<file path="src/rtl/addsub_arb_ctrl.sv">
// Two-requester round-robin adder/subtractor that resolves one 4-bit ripple slice per cycle.
// Valid/ready: a request transfers in a cycle where reqN_valid and reqN_ready are both high; a result transfers where rsp_valid and rsp_ready are both high.
module addsub_arb_ctrl #(
    parameter int WIDTH = 16
) (
    input  logic             clk,
    input  logic             rst,
    input  logic             req0_valid,
    output logic             req0_ready,
    input  logic [WIDTH-1:0] req0_a,
    input  logic [WIDTH-1:0] req0_b,
    input  logic             req0_mode,
    input  logic             req1_valid,
    output logic             req1_ready,
    input  logic [WIDTH-1:0] req1_a,
    input  logic [WIDTH-1:0] req1_b,
    input  logic             req1_mode,
    output logic             rsp_valid,
    input  logic             rsp_ready,
    output logic             rsp_id,
    output logic [WIDTH-1:0] rsp_sum,
    output logic             rsp_cout,
    output logic             rsp_of,
    output logic             busy
);
    localparam int NIB = WIDTH / 4;
    localparam int NW  = (NIB > 1) ? $clog2(NIB) : 1;
    localparam logic [NW-1:0] LAST_NIB = NW'(NIB - 1);

    typedef enum logic [1:0] {
        IDLE = 2'd0,
        CALC = 2'd1,
        DONE = 2'd2
    } state_t;

    state_t           state_q;
    logic [WIDTH-1:0] a_q;
    logic [WIDTH-1:0] b_q;
    logic [WIDTH-1:0] sum_q;
    logic [NW-1:0]    nib_q;
    logic             carry_q;
    logic             id_q;
    logic             last_q;
    logic             cout_q;
    logic             of_q;

    logic             grant0;
    logic             grant1;
    logic [3:0]       a_nib;
    logic [3:0]       b_nib;
    logic [3:0]       low_d;
    logic [1:0]       top_d;
    logic [3:0]       sum_nib_d;
    logic             carry_d;
    logic             of_d;

    // Requester 0 wins a tie when requester 1 was granted last, and vice versa.
    assign grant0 = (state_q == IDLE) && !rst && req0_valid && (!req1_valid || last_q);
    assign grant1 = (state_q == IDLE) && !rst && req1_valid && (!req0_valid || !last_q);

    // Slice split at bit 3 so the carry into the nibble MSB is visible for overflow.
    always_comb begin
        a_nib     = a_q[{nib_q, 2'b00} +: 4];
        b_nib     = b_q[{nib_q, 2'b00} +: 4];
        low_d     = {1'b0, a_nib[2:0]} + {1'b0, b_nib[2:0]} + {3'b000, carry_q};
        top_d     = {1'b0, a_nib[3]} + {1'b0, b_nib[3]} + {1'b0, low_d[3]};
        sum_nib_d = {top_d[0], low_d[2:0]};
        carry_d   = top_d[1];
        of_d      = low_d[3] ^ top_d[1];
    end

    always_ff @(posedge clk) begin
        if (rst) begin
            state_q <= IDLE;
            a_q     <= '0;
            b_q     <= '0;
            sum_q   <= '0;
            nib_q   <= '0;
            carry_q <= 1'b0;
            id_q    <= 1'b0;
            last_q  <= 1'b1;
            cout_q  <= 1'b0;
            of_q    <= 1'b0;
        end else begin
            unique case (state_q)
                IDLE: begin
                    if (grant0 || grant1) begin
                        a_q     <= grant1 ? req1_a : req0_a;
                        b_q     <= grant1 ? (req1_b ^ {WIDTH{req1_mode}})
                                          : (req0_b ^ {WIDTH{req0_mode}});
                        carry_q <= grant1 ? req1_mode : req0_mode;
                        id_q    <= grant1;
                        last_q  <= grant1;
                        nib_q   <= '0;
                        state_q <= CALC;
                    end
                end
                CALC: begin
                    sum_q[{nib_q, 2'b00} +: 4] <= sum_nib_d;
                    carry_q <= carry_d;
                    nib_q   <= nib_q + 1'b1;
                    if (nib_q == LAST_NIB) begin
                        cout_q  <= carry_d;
                        of_q    <= of_d;
                        state_q <= DONE;
                    end
                end
                DONE: begin
                    if (rsp_ready) begin
                        state_q <= IDLE;
                    end
                end
                default: state_q <= IDLE;
            endcase
        end
    end

    assign req0_ready = grant0;
    assign req1_ready = grant1;
    assign rsp_valid  = (state_q == DONE);
    assign busy       = (state_q != IDLE);
    assign rsp_id     = id_q;
    assign rsp_sum    = sum_q;
    assign rsp_cout   = cout_q;
    assign rsp_of     = of_q;

endmodule

</file>
<file path="config.mk">
export PLATFORM = sky130hd
export DESIGN_NAME = addsub_arb_ctrl
export DESIGN_NICKNAME = d
export VERILOG_FILES = /design/src/rtl/addsub_arb_ctrl.sv
export SDC_FILE = /design/constraint.sdc
export NUM_CORES = 1
export LEC_CHECK = 0
export CORE_AREA = 2 2 78 87
export CTS_CLUSTER_DIAMETER = 100
export DETAILED_ROUTE_END_ITERATION = 6
export DIE_AREA = 0 0 80 89
export PLACE_DENSITY = 0.91
export SLEW_MARGIN = 0
export SYNTH_ARGS = -nofsm -noshare
export SYNTH_HDL_FRONTEND = slang
export SYNTH_SLANG_ARGS = --single-unit
</file>
<file path="constraint.sdc">
create_clock -name clk -period 5.7 [get_ports clk]
set_input_delay 0.855 -clock clk [delete_from_list [all_inputs] [get_ports clk]]
set_output_delay 0.855 -clock clk [all_outputs]
set_load 0.01 [all_outputs]
</file>
==> run metrics, run 1 <==
status completed; category of the most critical setup path input pin to primary output; overflow left after global routing 0; number of distinct library cell variants in the gate-level netlist after synthesis 34; average detailed-routed wire length per instance between 10 and 15 um; number of search-and-repair iterations in the first detailed-routing pass 5; count of H-tree levels built during CTS 3; static leakage power between 0.001 and 0.0015 uW; vias in the first global route around 2700; cell chosen for the clock root clkbuf_8; Peak VDD IR 0.000145 V; number of cells produced by synthesis roughly 340; CP arrival about 3.4 ns; max_slew headroom a little under two fifths; final antenna-violating net count 0; global-route wire length before repair ~12000 um; routed via count divided by cell count approximately 5.5; RSZ-0062 raised after global routing false; hold crit path type flip-flop to flip-flop; Rows 30; met3 Use GR between 4 and 5%; number of buffers added to fix hold violations after cts 0; GRT Overall Usage ~22%; Post-synth EDFFs 0; clock tree skew after final layout approximately 0.0073 ns; overall via count from detail_route ~2800; TritonCTS buffer count 9; Post-Syn Area approximately 3000 sq um; total number of yosys warnings 0; sinks on the clock net 57; final total negative setup slack 0 ns; pin count of the biggest net entering global routing between 50 and 60; final hold violations 0; met1 usage between 20% and 30%; number of antenna violations at the first check in global routing 0; share of final-layout standard cells stronger than drive strength 1 between 7 and 8%; Worst Hold Slack ~0.47 ns; power per cell area roughly 240 nW/um^2; synthesized net count between 400 and 500; input/output buffers 93; met2 usage 39.6%; type of element launching the critical path input pin; top fanout value on the critical path 42; largest buffer count on any clock path 2; layer carrying the most global-route usage met2; total core area roughly 6000 sq um; Remaining DRCs 0; number of top-level pins 94; Max Transition Viols Final 0; number of inserted filler cells in the final layout 501; Achievable Freq ~240 MHz; total half-perimeter wirelength after legalization and detailed placement 5270 um; Yosys reg bits between 50 and 60; CP required a little under 5 ns; Antenna Cells 0; total die area about 7100 sq um; Final setup viols 0; share of the yosys chip area belonging to registers between 30 and 40%; minimum clock period between 4 and 5 ns; register clock-pin slew on the reported worst setup and hold paths about 0.060 ns; count of instances resized after the clock tree is built 0; clock insertion delay at the later pin of the skew report between 0.3 and 0.4 ns; final routed wirelength across all metal layers approximately 7400 um; global placer's final weighted congestion 0.768; initial core utilization about half; Die X 80 um; number of maximum-capacitance violations 0; TritonCTS clock tree built; nets between 400 and 500; primary flip-flop cell chosen by synthesis mapping dfxtp_1; DIE HEIGHT a little under 90 um; number of buffers inserted by post-CTS setup repair 0; slew at the pin closest to its max-slew limit between 0.9 and 1 ns; Period Utilization, post-route about three quarters; layout overhead on the synthesized area 35.9%; category of the worst setup path capture point primary output; Async SR Flop Fraction 0%; 1st-iter DRT viols between 150 and 200; syn_area_per_cell around 9 sq um
power by group:
| part | leakage, uW | switching, uW | internal [uW] |
|---|---|---|---|
| Sequential | 0.000466 | 18.1 | 423 |
| Combinational | 0.000927 | 88.9 | 105 |
| Clock | 0.0000932 | 156 | 179 |
cell usage in the layout (no fill, tap or decap), types with 3 or more instances in the layout:
| cell | count |
|---|---|
| nand2b_1 | 4 |
| nor2_1 | 65 |
| clkdlybuf4s50_1 | 93 |
| nand3b_1 | 3 |
| xor2_1 | 16 |
| o32ai_1 | 14 |
| a21oi_1 | 6 |
| xnor2_1 | 18 |
| a22oi_1 | 17 |
| dfxtp_1 | 57 |
| inv_1 | 12 |
| ha_1 | 8 |
| clkbuf_8 | 11 |
| nand2_1 | 38 |
| nor3_1 | 3 |
| a311oi_1 | 18 |
| clkinv_2 | 3 |
| mux4_2 | 8 |
| nor2b_1 | 3 |
| fa_1 | 3 |
cell families after synthesis:
kind of cell | count (synthesis) | synth area share, %
DFF | 57 | 37.7
AOI/OAI and AO/OA | 63 | 16.8
buffers and inverters | 38 | 6.08
muxes | 9 | 6.29
adders and majority gates | 11 | 5.30
xor gates and xnor gates | 34 | 9.85
and+or+nand+nor | 123 | 17.9
critical path, stage by stage:
cell             delay, ns
clkdlybuf4s50_1       0.40
buf_4                 0.26
nor3_4                0.25
nand3_4               0.35
inv_2                 0.57
clkdlybuf4s50_1       0.65
sequential cells by signal, summed over array words and instances, names as in the netlist:
signal,flops
state_q,2
rsp_sum,16
nib_q,2
a_q,16
carry_q,1
rsp_id,1
last_q,1
b_q,16
rsp_of,1
rsp_cout,1
layer usage:
layer / vias up / wire length, um
met3: 15 / 401
li1: 1331 / -
met4: 0 / 159
met2: 96 / 4020
met1: 1315 / 2790
met5: - / 0
synth_stat cells, types with 2 or more instances:
library cell	count	area (sq um)
mux4_2	8	180
buf_1	2	7.51
a311oi_1	18	158
o32ai_2	2	32.5
a21oi_1	6	30.0
nand2b_1	4	25.0
inv_1	12	45.0
buf_2	6	30.0
nor2_1	65	244
xnor2_1	18	158
o21ai_0	2	10.0
or2_2	2	12.5
nor3_1	3	15.0
ha_1	8	100
xor2_1	16	140
a22oi_1	17	128
clkbuf_1	12	45.0
dfxtp_1	57	1140
nor2b_1	3	18.8
nor4b_1	2	17.5
fa_1	3	60.1
nand3b_1	3	22.5
a21o_1	2	15.0
nand2_1	38	143
o32ai_1	14	123
buf_6	4	45.0
area by class of cell:
type	instances	area, sq um	share of cell area, %
clock buffers	13	159	3.87
inverters	13	48.8	1.19
well taps	80	100	2.44
multi-input cells	240	1700	41.4
flip-flops and latches	57	1140	27.8
clock inverters	3	15.0	0.365
repair buffers	95	946	23.0
worst paths after layout:
kind	start	endpoint	slack (ns)	depth (start not counted)
worst max register to register	nib_q[0]	rsp_sum[3]	2.44	8
worst max-delay path	rst	req0_ready	1.48	6
worst min register to register	last_q	last_q	0.47	1
worst min-delay path	last_q	last_q	0.47	1
through the flow:
step | total power, uW | area [sq um] | setup slack [ns] | utilization (%) | cells
global route | 1010 | 4110 | 1.30 | 66.7 | 501
finish | 970 | 4110 | 1.48 | 66.7 | 501
global placement | 637 | 3940 | 1.53 | 63.9 | 485
floorplan | 561 | 3020 | 2.81 | - | 335
detailed placement | 643 | 3940 | 1.49 | 63.9 | 485
CTS | 973 | 4110 | 1.49 | 66.7 | 501
Power figures use the tool's default switching activity.
==> inputs of run 2 (changes only) <==
--- a/config.mk
+++ b/config.mk
@@ -5,11 +5,11 @@
 export SDC_FILE = /design/constraint.sdc
 export NUM_CORES = 1
 export LEC_CHECK = 0
-export CORE_AREA = 2 2 78 87
+export CORE_AREA = 2 2 80 90
 export CTS_CLUSTER_DIAMETER = 100
 export DETAILED_ROUTE_END_ITERATION = 6
-export DIE_AREA = 0 0 80 89
-export PLACE_DENSITY = 0.91
+export DIE_AREA = 0 0 82 92
+export PLACE_DENSITY = 0.87
 export SLEW_MARGIN = 0
 export SYNTH_ARGS = -nofsm -noshare
 export SYNTH_HDL_FRONTEND = slang
==> constraint.sdc (replaced) <==
create_clock -name clk -period 4.04 [get_ports clk]
set_input_delay 0.606 -clock clk [delete_from_list [all_inputs] [get_ports clk]]
set_output_delay 0.606 -clock clk [all_outputs]
set_load 0.01 [all_outputs]
==> run 2 against run 1 <==
  * Core utilization down 5.0 points
  * Power up 49%
  * Flip-flop and latch count unchanged
  * Design area up 1.2%
  * Setup slack worse by 0.77 ns
  * Hold slack better by 0.0068 ns
  * Combinational power up 41%
  * Register-to-register slack worse by 1.7 ns
  * Clock skew down 0.00059 ns
==> run metrics, run 2 (synthesized netlist as in run 1, its figures left out) <==
CP arrival 3.61 ns; Period Utilization, post-route 82.5%; minimum clock period roughly 3.3 ns; Max Transition Viols Final 0; clock insertion delay at the later pin of the skew report between 0.3 and 0.4 ns; final antenna-violating net count 0; commonest non-fill, non-tap cell in the layout clkdlybuf4s50_1; largest buffer count on any clock path 2; crit-path most repeated cell fa_1; TritonCTS buffer count 9; share of final-layout standard cells stronger than drive strength 1 approximately 8%; Achievable Freq between 200 and 300 MHz; terminating pin of the worst hold path a_q[13]; Remaining DRCs 0; static leakage power 0.00150 uW; category of the worst setup path capture point flip-flop; Die X 82 um; nets approximately 500; final routed wirelength across all metal layers around 7300 um; DIE HEIGHT 92 um; R2R Path End rsp_sum[7]; global placer's final weighted congestion 0.860; layout overhead on the synthesized area 37.4%; slew at the pin closest to its max-slew limit 0.936 ns; total half-perimeter wirelength after legalization and detailed placement roughly 5400 um; top fanout value on the critical path 16; RR Startpoint nib_q[0]; power per cell area ~350 nW/um^2; input/output buffers between 90 and 100; overflow left after global routing 0; commonest non-fill, non-tap cells in the layout 93 x clkdlybuf4s50_1, 65 x nor2_1, 57 x dfxtp_1; count of instances resized after the clock tree is built 0; origin of the worst min-delay path a_q[13]; critical path's largest stage delay about 0.83 ns; RSZ-0062 raised after global routing false; cell chosen for the clock root clkbuf_8; category of the most critical setup path flip-flop to flip-flop; GRT Overall Usage between 20% and 30%; final standard cell utilization of the core between 60% and 70%; type of element launching the critical path flip-flop; overall via count from detail_route 2746; Peak VDD IR about 0.00020 V; max_slew headroom between 30% and 40%; number of maximum-capacitance violations 0; Antenna Cells 0; number of antenna violations at the first check in global routing 0; depth of the worst hold-timing path 2; min setup slack post-route approximately 0.71 ns; total core area about 6700 sq um; global-route wire length before repair 12100 um; initial core utilization about 45%; 1st-iter DRT viols around 160; routed via count divided by cell count about 5.4; vias in the first global route 2642; number of top-level pins 94; number of buffers inserted by post-CTS setup repair 0; hold crit path type flip-flop to flip-flop; sinks on the clock net 57; TritonCTS clock tree built; average detailed-routed wire length per instance 14.3 um; pin count of the biggest net entering global routing 52; Rows 32; number of inserted filler cells in the final layout ~570; total die area approximately 7500 sq um; final hold violations 0; number of buffers added to fix hold violations after cts 0; Final setup viols 0; CP required about 4.3 ns; count of H-tree levels built during CTS 3; status completed; worst reg2reg path depth 8; number of search-and-repair iterations in the first detailed-routing pass 4; worst setup slack for register-to-register paths ~0.71 ns; library cell contributing the largest single delay on the critical path dfxtp_1; clock tree skew after final layout approximately 0.0067 ns; ordered list of cells on the worst path mux4_2 -> fa_1 -> a21o_1 -> a21oi_1 -> fa_1 -> inv_1 -> a22oi_1 -> nor2_1; register clock-pin slew on the reported worst setup and hold paths 0.06 ns; worst-case setup slack after placement about 0.72 ns; final total negative setup slack 0 ns
==> run 2: cell types whose count changed in the layout (fill, tap and decap cells not counted) <==
| cell | delta |
|---|---|
| buf_4 | +1 |
| bufinv_16 | +1 |
| clkbuf_8 | +1 |
| clkinv_2 | -2 |
==> run 2: where the power goes <==
group / internal [uW] / switching (uW)
sequential: 597 / 26.9
clock: 335 / 214
combinational: 149 / 124
total: 1080 / 365
==> run 2: per-stage QoR <==
| step | hold WS (ns) | total power [uW] | area [sq um] | std cells |
|---|---|---|---|---|
| final | 0.481 | 1450 | 4160 | 507 |
| after global placement | 0.453 | 901 | 3950 | 491 |
| after CTS | 0.483 | 1450 | 4160 | 507 |
| after floorplan | 0.440 | 791 | 3020 | 335 |
| after detailed placement | 0.475 | 909 | 3950 | 491 |
| after global routing | 0.508 | 1510 | 4160 | 507 |
==> run 2: area by class of cell <==
type / instances / area, sq um / share of cell area [%]
sequential: 57 / 1140 / 27.5
multi-input combinational: 240 / 1700 / 40.9
timing repair buffer: 96 / 953 / 22.9
inverter: 13 / 48.8 / 1.17
clock buffer: 14 / 173 / 4.15
clock inverter: 2 / 35.0 / 0.843
tap: 85 / 106 / 2.56
==> run 2: layer usage <==
layer  wire (um)  share of wire [%]  track usage [%]
met1        2920                 40             24.7
met2        3820                 53             35.4
met3         333                4.6             3.54
met4         182                2.5             10.6
met5           0                  0                0
==> run 2: worst max path at each step <==
| stage | startpoint | to | slack [ns] | depth (start not counted) |
|---|---|---|---|---|
| 2_1_floorplan | nib_q[0] | rsp_sum[11] | 1.15 | 9 |
| 5_1_grt | nib_q[0] | rsp_sum[7] | 0.49 | 8 |
| 4_1_cts | nib_q[0] | rsp_sum[3] | 0.69 | 8 |
| 3_3_place_gp | nib_q[0] | rsp_sum[11] | 0.91 | 8 |
| 6_report | nib_q[0] | rsp_sum[7] | 0.71 | 8 |
| 3_5_place_dp | nib_q[0] | rsp_sum[11] | 0.72 | 8 |
==> run 2: critical path: cells and delay by family (launching register included) <==
family	cells	cell delay [ns]
buffers and inverters	1	0.14
DFF	1	0.83
AOI/OAI and AO/OA	3	0.64
muxes	1	0.61
and+or+nand+nor	1	0.13
adders and majority gates	2	0.92
==> inputs of run 3 (changes only) <==
==> constraint.sdc (replaced) <==
create_clock -name clk -period 3.4 [get_ports clk]
set_input_delay 0.51 -clock clk [delete_from_list [all_inputs] [get_ports clk]]
set_output_delay 0.51 -clock clk [all_outputs]
set_load 0.01 [all_outputs]
==> run 3 against run 2 <==
  * Register-to-register slack got worse by 0.31 ns
  * Die area did not move
  * Routed wire length is 4.2% higher
  * Cell count increased by 0.39%
  * Critical path depth rose by 1
  * Sequential power rose by 18%
  * First-iteration DRC count rose by 13%
  * Flip-flop and latch count did not move
  * Largest cell class unchanged
==> run metrics, run 3 (synthesized netlist as in run 1, its figures left out) <==
status completed; TritonCTS buffer count 9; global-route wire length before repair about 12000 um; hold crit path type flip-flop to flip-flop; ordered list of cells on the worst path buf_4 -> mux4_2 -> ha_1 -> a21o_1 -> a21oi_1 -> fa_1 -> inv_1 -> a22oi_1 -> nor2_1; number of maximum-capacitance violations 0; Achievable Freq about 330 MHz; DIE HEIGHT 92 um; total half-perimeter wirelength after legalization and detailed placement approximately 5600 um; Antenna Cells 0; average detailed-routed wire length per instance around 15 um; critical path's largest stage delay between 0.5 and 0.6 ns; type of element launching the critical path flip-flop; slew at the pin closest to its max-slew limit roughly 0.94 ns; share of final-layout standard cells stronger than drive strength 1 8.73%; power per cell area roughly 420 nW/um^2; nets about 500; CP required 3.67 ns; Rows 32; max_slew headroom ~37%; initial core utilization around 45%; commonest non-fill, non-tap cells in the layout 93 x clkdlybuf4s50_1, 65 x nor2_1, 57 x dfxtp_1; commonest non-fill, non-tap cell in the layout clkdlybuf4s50_1; Period Utilization, post-route 88.2%; routed via count divided by cell count 5.36; overall via count from detail_route 2729; static leakage power roughly 0.0015 uW; input/output buffers 93; number of search-and-repair iterations in the first detailed-routing pass 4; TritonCTS clock tree built; cell chosen for the clock root clkbuf_8; minimum clock period ~3 ns; sinks on the clock net 57; overflow left after global routing 0; total die area 7540 sq um; final antenna-violating net count 0; vias in the first global route roughly 2700; final routed wirelength across all metal layers 7560 um; library cell contributing the largest single delay on the critical path dfxtp_1; total core area a little under 7000 sq um; final total negative setup slack 0 ns; register clock-pin slew on the reported worst setup and hold paths ~0.070 ns; critical path's top delay family adder cells; number of top-level pins between 90 and 100; min setup slack post-route roughly 0.4 ns; top fanout value on the critical path 11; RSZ-0062 raised after global routing false; count of H-tree levels built during CTS 3; Worst Hold Slack between 0.4 and 0.5 ns; number of buffers inserted by post-CTS setup repair 0; WP buf/inv 2; count of instances resized after the clock tree is built 0; clock insertion delay at the later pin of the skew report around 0.34 ns; Final setup viols 0; number of antenna violations at the first check in global routing 0; clock tree skew after final layout between 0.005 and 0.006 ns; worst-case setup slack after placement around 0.37 ns; 1st-iter DRT viols between 150 and 200; final standard cell utilization of the core roughly 62%; Remaining DRCs 0; category of the most critical setup path flip-flop to flip-flop; Die X between 80 and 90 um; final hold violations 0; layout overhead on the synthesized area 38.4%; pin count of the biggest net entering global routing 52; Peak VDD IR approximately 0.0004 V; count of cell instances traversed by the critical path 9; number of buffers added to fix hold violations after cts 0; largest buffer count on any clock path 2; global placer's final weighted congestion roughly 0.86; Max Transition Viols Final 0; depth of the worst hold-timing path 1; GRT Overall Usage 21.2%; worst reg2reg path depth 9; category of the worst setup path capture point flip-flop; CP arrival 3.27 ns
-- run 3: metrics by stage --
stage	power, uW	cell area [sq um]	cells
floorplan	940	3020	335
global placement	1070	3970	494
detailed placement	1080	3970	494
CTS	1750	4190	509
global route	1820	4190	509
finish	1750	4190	509
-- run 3: cell type report --
| cell class | count | area [sq um] |
|---|---|---|
| clock buffer | 13 | 179 |
| clock inverter | 2 | 35.0 |
| fill | 557 | 2540 |
| inverter | 13 | 48.8 |
| multi-input combinational | 240 | 1700 |
| sequential | 57 | 1140 |
| tap | 85 | 106 |
| timing repair buffer | 99 | 976 |
-- run 3: path summary, 6_finish.rpt --
path                 start     endpoint  slack [ns]
hold reg to reg     last_q       last_q        0.48
hold / removal      last_q       last_q        0.48
setup reg to reg  nib_q[0]  rsp_sum[11]        0.40
setup / recovery  nib_q[0]  rsp_sum[11]        0.40
-- run 3: power by group --
group	internal [uW]	switching, uW
Clock	413	262
Sequential	709	29.7
Combinational	179	153
Total	1300	445
-- run 3: routing by layer --
layer  routed length [um]  global-route usage [%]
met2                 4020                    36.1
met1                 2970                    23.8
met5                    0                       0
met4                  180                    9.17
met3                  389                    6.69
-- run 3: worst register-to-register path: stages, from the launching register on --
cell     delay (ns)
dfxtp_1        0.59
buf_4          0.26
mux4_2         0.53
ha_1           0.31
a21o_1         0.15
a21oi_1        0.26
fa_1           0.46
inv_1          0.13
a22oi_1        0.10
nor2_1         0.13
